--- src/rtl/link_stack_if.sv ---
// Strobe/address bundle between the decoder/PC side and the return-address stack.
interface link_stack_if #(
    parameter int AW = 10
);
    logic          branch;
    logic          jump2sub;
    logic          retFsub;
    logic [AW-1:0] rp;
    logic [AW-1:0] rl;
    logic [4:0]    depth;
    logic          empty;
    logic          full;
    logic          overflow;
    logic          underflow;

    modport master (
        output branch, jump2sub, retFsub, rp,
        input  rl, depth, empty, full, overflow, underflow
    );

    modport slave (
        input  branch, jump2sub, retFsub, rp,
        output rl, depth, empty, full, overflow, underflow
    );
endinterface

--- src/rtl/link_stack.sv ---
// Circular return-address stack beside the PC: pushes rp+1 on calls, presents and pops on returns.
module link_stack #(
    parameter int DEPTH = 4,
    parameter int AW    = 10
) (
    input  logic         clk,
    input  logic         start,
    link_stack_if.slave  bus
);
    localparam int            TW        = (DEPTH > 1) ? $clog2(DEPTH) : 1;
    localparam logic [TW-1:0] TOP_ONE   = TW'(1);
    localparam logic [4:0]    DEPTH_MAX = 5'(DEPTH);

    logic [AW-1:0] mem_r [DEPTH];
    logic [TW-1:0] top_r;
    logic [4:0]    depth_r;
    logic          overflow_r;
    logic          underflow_r;

    logic          push_s;
    logic          pop_s;
    logic [TW-1:0] top_inc_s;
    logic [TW-1:0] top_dec_s;
    logic [AW-1:0] ret_addr_s;
    logic [AW-1:0] rl_s;

    // Effective strobes follow the PC priority: start > branch > jump2sub > retFsub.
    always_comb begin
        push_s     = ~start & ~bus.branch & bus.jump2sub;
        pop_s      = ~start & ~bus.branch & ~bus.jump2sub & bus.retFsub;
        top_inc_s  = top_r + TOP_ONE;
        top_dec_s  = top_r - TOP_ONE;
        ret_addr_s = bus.rp + AW'(1);
    end

    // Stack state; a push while full overwrites the oldest slot because the pointer wraps.
    always_ff @(posedge clk) begin
        if (start) begin
            for (int i = 0; i < DEPTH; i++) begin
                mem_r[i] <= '0;
            end
            top_r       <= '0;
            depth_r     <= 5'd0;
            overflow_r  <= 1'b0;
            underflow_r <= 1'b0;
        end else if (push_s) begin
            top_r            <= top_inc_s;
            mem_r[top_inc_s] <= ret_addr_s;
            if (depth_r == DEPTH_MAX) begin
                overflow_r <= 1'b1;
            end else begin
                depth_r <= depth_r + 5'd1;
            end
        end else if (pop_s) begin
            if (depth_r == 5'd0) begin
                underflow_r <= 1'b1;
            end else begin
                top_r   <= top_dec_s;
                depth_r <= depth_r - 5'd1;
            end
        end else begin
            top_r <= top_r;
        end
    end

    // Zero-latency top-of-stack read so the PC can load rl on the pop edge.
    always_comb begin
        if (depth_r == 5'd0) begin
            rl_s = '0;
        end else begin
            rl_s = mem_r[top_r];
        end
    end

    // Output drive from registered state only.
    always_comb begin
        bus.rl        = rl_s;
        bus.depth     = depth_r;
        bus.empty     = (depth_r == 5'd0);
        bus.full      = (depth_r == DEPTH_MAX);
        bus.overflow  = overflow_r;
        bus.underflow = underflow_r;
    end
endmodule

--- src/flat_wrapper.sv ---
// flat-port wrapper written by rule: the top's interface ports become plain ports
module link_stack_flat 
#(
    parameter int DEPTH = 4,
    parameter int AW    = 10
)
  (clk, start, bus_branch, bus_jump2sub, bus_retFsub, bus_rp, bus_rl, bus_depth, bus_empty, bus_full, bus_overflow, bus_underflow);
  link_stack_if #(.AW(AW)) bus_i ();
  input  logic clk;
  input  logic start;
  input wire logic [$bits(bus_i.branch)-1:0] bus_branch;
  input wire logic [$bits(bus_i.jump2sub)-1:0] bus_jump2sub;
  input wire logic [$bits(bus_i.retFsub)-1:0] bus_retFsub;
  input wire logic [$bits(bus_i.rp)-1:0] bus_rp;
  output wire logic [$bits(bus_i.rl)-1:0] bus_rl;
  output wire logic [$bits(bus_i.depth)-1:0] bus_depth;
  output wire logic [$bits(bus_i.empty)-1:0] bus_empty;
  output wire logic [$bits(bus_i.full)-1:0] bus_full;
  output wire logic [$bits(bus_i.overflow)-1:0] bus_overflow;
  output wire logic [$bits(bus_i.underflow)-1:0] bus_underflow;
  assign bus_i.branch = bus_branch;
  assign bus_i.jump2sub = bus_jump2sub;
  assign bus_i.retFsub = bus_retFsub;
  assign bus_i.rp = bus_rp;
  assign bus_rl = bus_i.rl;
  assign bus_depth = bus_i.depth;
  assign bus_empty = bus_i.empty;
  assign bus_full = bus_i.full;
  assign bus_overflow = bus_i.overflow;
  assign bus_underflow = bus_i.underflow;
  link_stack #(.DEPTH(DEPTH), .AW(AW)) u_core (.clk(clk), .start(start), .bus(bus_i));
endmodule
--- config.mk ---
export PLATFORM = sky130hd
export DESIGN_NAME = link_stack_flat
export DESIGN_NICKNAME = d
export VERILOG_FILES = /design/src/rtl/link_stack_if.sv /design/src/rtl/link_stack.sv /design/src/flat_wrapper.sv
export SDC_FILE = /design/constraint.sdc
export NUM_CORES = 1
export LEC_CHECK = 0
export ABC_CLOCK_PERIOD_IN_PS = 5900
export BUFFER_PORTS_ARGS = -buffer_cell sky130_fd_sc_hd__buf_2
export CAP_MARGIN = 20
export CORE_ASPECT_RATIO = 1.75
export CORE_UTILIZATION = 45
export DETAILED_ROUTE_END_ITERATION = 8
export PLACE_DENSITY = 0.63
export SKIP_CTS_REPAIR_TIMING = 1
export SYNTH_ARGS = -nofsm -noshare
export SYNTH_HDL_FRONTEND = slang
export SYNTH_SLANG_ARGS = --single-unit
--- constraint.sdc ---
create_clock -name clk -period 5.9 [get_ports clk]
set_input_delay 0.59 -clock clk [delete_from_list [all_inputs] [get_ports clk]]
set_output_delay 0.59 -clock clk [all_outputs]
set_load 0.005 [all_outputs]
=== Yosys cells after proc, flatten, opt, wreduce, memory -nomap -nowiden ===
Memory sizes are Yosys's and may differ from the RTL's. A register that Yosys moved wholly into a read port is not among the register bits.
Cells that the tools add are included.

* Register bits after elaboration: 9
* Memory bits (writable): 40
* Input bits: 15
* Output and inout bits: 19
* Word-level logic and storage cells: 46
* Memories: 1

* $add $sub $neg: 5
* Eq/ne operators: 3
* Mux-type cells: 18
* Bitwise gates (word level): 8
* Reduce and logical (&&, ||, !) cells: 7

{| class="wikitable"
|+ Memory list
! memory !! depth !! width !! rd ports !! clocked after Yosys merged registers in !! write ports !! RTL line !! source
|-
| u_core.mem_r || 4 || 10 || 1 || 1 || 4 || link_stack.sv:14 || <nowiki>logic [AW-1:0] mem_r [DEPTH];</nowiki>
|}

{| class="wikitable"
|+ Operator list
! operator !! number
|-
| $mux W10 || 2
|-
| $mux W5 || 4
|-
| $mux W2 || 6
|-
| $add A10 B1 Y10 const B || 1
|-
| $reduce_or A10 Y1 || 1
|-
| $mux W1 || 6
|-
| $reduce_and A3 Y1 || 2
|-
| $add A5 B1 Y5 const B || 1
|-
| $eq A5 B3 Y1 const B || 1
|-
| $logic_not A5 Y1 || 1
|-
| $sub A5 B1 Y5 const B || 1
|-
| $and A1 B1 Y1 || 4
|-
| $not A1 Y1 || 4
|-
| $reduce_and A2 Y1 || 2
|-
| $add A2 B1 Y2 const B || 1
|-
| $ne A2 B1 Y1 const B || 1
|-
| $ne A2 B2 Y1 const B || 1
|-
| $reduce_bool A2 Y1 || 1
|-
| $sub A2 B1 Y2 const B || 1
|}

=== Longest topological paths before layout ===
* Depth in word-level cells: 8
* Mapped depth: 8
* Depth with buffers taken out: 7

=== Worst setup path before layout ===
Ideal clock, no wire load.

* Path type: input -> register
* Start point: input port start
* End point: register u_core.depth_r[4], in the netlist u_core.bus.depth[4]
* Library setup time: 0.072 ns
* Data arrival time: 2.247 ns
* Data required time: 5.828 ns
* Setup slack: 3.581 ns
* Stages: 8
* Path buffers: 2
* Cell sequence: or3b_1 -> clkbuf_1 -> clkbuf_1 -> ha_1 -> nand3b_1 -> and3_1 -> o22ai_1 -> mux2i_1

* Word-level cells in the longest chain between the ends: 6
* Elaborated cells on any way between the ends: 10
* Classes of those cells: eq/ne (2); mux (1); bitwise (5); reduce/logical (2)

{| class="wikitable"
|+ Ends and longest elaborated chain
! element !! RTL line !! source
|-
| start, declared || flat_wrapper.sv:10 || <nowiki>input logic start;</nowiki>
|-
| $not A1 Y1 || link_stack.sv:29, link_stack.sv:30 ||
|-
| $and A1 B1 Y1 || link_stack.sv:29, link_stack.sv:30 ||
|-
| $and A1 B1 Y1 (2 in series) || link_stack.sv:30 || <nowiki>pop_s = ~start & ~bus.branch & ~bus.jump2sub & bus.retFsub;</nowiki>
|-
| $reduce_bool A2 Y1 (no source line) || - ||
|-
| $reduce_and A3 Y1 (no source line) || - ||
|-
| end signal, assigned || link_stack.sv:52 || <nowiki>depth_r <= depth_r + 5'd1;</nowiki>
|-
| end signal, assigned || link_stack.sv:59 || <nowiki>depth_r <= depth_r - 5'd1;</nowiki>
|-
| end, declared || link_stack.sv:16 || <nowiki>logic [4:0] depth_r;</nowiki>
|}

Parallel ways exist; a longest one is shown, timed or not.
A chain may end at the register's enable or synchronous reset.

==> qor.yml <==
final_layout:
  fillers: 472
  final_util: 0.533
  multiInputGateArea_um2: 1010
  seq_area_um2: 1420
  drive_gt1_frac: 0.226
  antenna-diode-count: 0
  layout.nets: 263
  area_growth_pct: 12.9
synthesis:
  ys_seq_area_frac: 0.568
  synth-async-reset-ratio: 0
  yosys_register_bits: 51
  ys.warnings.count: 0
  syn_area_per_cell_um2: 11.9
  synth_compound_gate_area_share: 0.0650
  synth_edf_count: 40
  synth_xor_area_frac: 0.0210
  synth_fa_ha_area_frac: 0.0330
  synth.distinct_cells: 43
  synth-simple-area-share: 0.187
  synth_top_family_by_area: "simple AND/OR/NAND/NOR gates"
  synthCells: 211
  syn_area_um2: 2500
  synth_mux_area_frac: 0.0985
  syn_nets: 232
  synth_ff_type: "edfxtp_1"
setup_path:
  path_class: "in2reg"
  cp-start-kind: "input pin"
  cp_slowest_cell: "or3b_1"
  cp-end-kind: "flip-flop"
  critPathArrivalTime_ps: 2570
  crit_fanout: 18
  slowest_delay_ps: 680
  cp.required_ps: 5840
  path_cells: "buf_2 -> or3b_1 -> inv_2 -> and2_1 -> nand2_1 -> nand2b_1"
hold_path:
  hold_path.class: "reg2reg"
sta:
  max-slew-margin-rel: 0.562
  fin_ws_ps: 3270
  fin_crit_sh: 0.446
  hold_viol_final: 0
  rsz0062_at_grt: "no"
  finalClockSkew_ps: 4.38
  drv_slew: 0
  fin_crit_ps: 2630
  worst_pin_slew_ps: 656
  setup_viol: 0
  fmax_mhz: 380
  setup_tns_ps: 0
route:
  antenna_left: 0
  viasPerCell: 5.39
  vias: 1709
  drt_iter0_drc: 49
  firstDrtPassIters: 4
  remaining_drc_errors: 0
  wl_per_cell_um: 17.2
  wirelength_um: 5460
grt:
  grt_first_pass_wirelength_um: 8620
  grt_overflow: 0
  grt_usage: 0.207
  grt_max_degree: 19
  antenna_found_initial: 0
  grt_pass1_vias: 1658
pwr:
  leakage_nw: 1.10
  powerDensity_nw_per_um2: 271
  ir_drop_mv: 0.145
placed_design:
  dpl.hpwl_um: 4310
  post-place-ws_ps: 2960
  io_buffers: 33
  place_congestion: 0.799
floorplan:
  die_w_um: 58.4
  boundaryPins: 34
  fp.dieH_um: 101
  start_util: 0.472
  fp.coreArea_um2: 5300
  rows: 35
  dieArea_um2: 5870
cts:
  clk_pin_slew_worst_paths_ps: 90
  cts-htree-levels: 2
  root_buffer: "clkbuf_8"
  cts_tree: "yes"
  cts_sinks: 51
  worst_skew_pair.late_latency_ps: 290
  numCtsBuffers: 5
  clk_path_buf_depth: 2
outcome:
  status: "finished clean"
flow_run:
  max_cap_viol_count: 0
cells in the final DEF (no fill, tap or decap), types with 3 or more instances in the layout:
master / count
xnor2_1: 5
nand2_1: 6
a21oi_1: 7
nand3_1: 4
and2_1: 12
ha_1: 5
nor2_1: 41
o21a_1: 4
nor3_1: 9
clkbuf_8: 7
edfxtp_1: 40
nand2b_1: 5
mux4_2: 10
dfxtp_1: 11
buf_2: 33
or3b_1: 3
inv_1: 6
o21ai_1: 4
routing by layer:
| metal | vias to the layer above | GRT usage | part of all wire |
|---|---|---|---|
| met4 | 0 | 0.0971 | 0.024 |
| met1 | 816 | 0.218 | 0.35 |
| met5 | - | 0 | 0 |
| met2 | 57 | 0.389 | 0.59 |
| li1 | 826 | - | - |
| met3 | 10 | 0.0308 | 0.032 |
synthesized netlist by cell type, types with 3 or more instances:
cell	number	area share
o21a_1	4	0.012
ha_1	5	0.025
inv_1	6	0.0090
edfxtp_1	40	0.48
xnor2_1	5	0.017
dfxtp_1	11	0.088
o21ai_1	4	0.0080
nand2_1	6	0.0090
clkbuf_1	6	0.0090
or3b_1	3	0.011
a21oi_1	7	0.014
nand2b_1	5	0.013
and2_1	12	0.030
nand3_1	4	0.0080
nor3_1	9	0.018
nor2_1	41	0.062
mux4_2	10	0.090
per-stage QoR:
step / instances / hold WS [ps] / area, µm² / total power (W)
2_1_floorplan: 211 / 460 / 2500 / 0.000513
3_3_place_gp: 309 / 460 / 2720 / 0.000562
3_5_place_dp: 309 / 455 / 2720 / 0.000563
4_1_cts: 317 / 488 / 2820 / 0.000770
5_1_grt: 317 / 523 / 2820 / 0.000798
6_report: 317 / 491 / 2820 / 0.000764
logic make-up (layout without fill, tap and decap cells):
family / count (synthesis) / after routing
AND/OR/NAND/NOR: 93 / 93
flip-flops: 51 / 51
adder cells (fa/ha/maj): 6 / 6
AO/OA/AOI/OAI: 25 / 25
buffers and inverters: 18 / 50
XOR/XNOR: 6 / 6
multiplexers: 12 / 12
registers in the layout, summed over array words and instances, names as in the netlist, named ones only:
register and cells:
u_core.top_r 2, u_core.bus.depth 5, u_core.mem_r 40, u_core.bus.overflow 1
u_core.bus.underflow 1
final cells by class:
| type | instances | share of cell area |
|---|---|---|
| multi-input combinational | 142 | 0.358 |
| timing repair buffer | 33 | 0.0585 |
| tap | 74 | 0.0328 |
| clock buffer | 8 | 0.0354 |
| inverter | 9 | 0.0120 |
| sequential | 51 | 0.503 |
power by group:
group          switching [W]  internal (W)  total (W)
sequential         0.0000206      0.000408   0.000429
clock               0.000104      0.000107   0.000212
combinational      0.0000631     0.0000606   0.000124
total               0.000188      0.000576   0.000764
critical path: cells and delay by family:
kind / cells / cell delay, ps
buffers and inverters: 2 / 440
AND/OR/NAND/NOR: 4 / 1530
worst paths after layout:
| check | depth (start not counted) | slack (ps) | to | from |
|---|---|---|---|---|
| worst min register to register | 2 | 490 | u_core.bus.overflow | u_core.bus.overflow |
| worst max-delay path | 6 | 3270 | u_core.mem_r[0][8] | start |
| worst min-delay path | 2 | 490 | u_core.bus.overflow | u_core.bus.overflow |
| worst max register to register | 4 | 3820 | u_core.top_r[1] | u_core.bus.depth[4] |
Power figures use the tool's default switching activity.
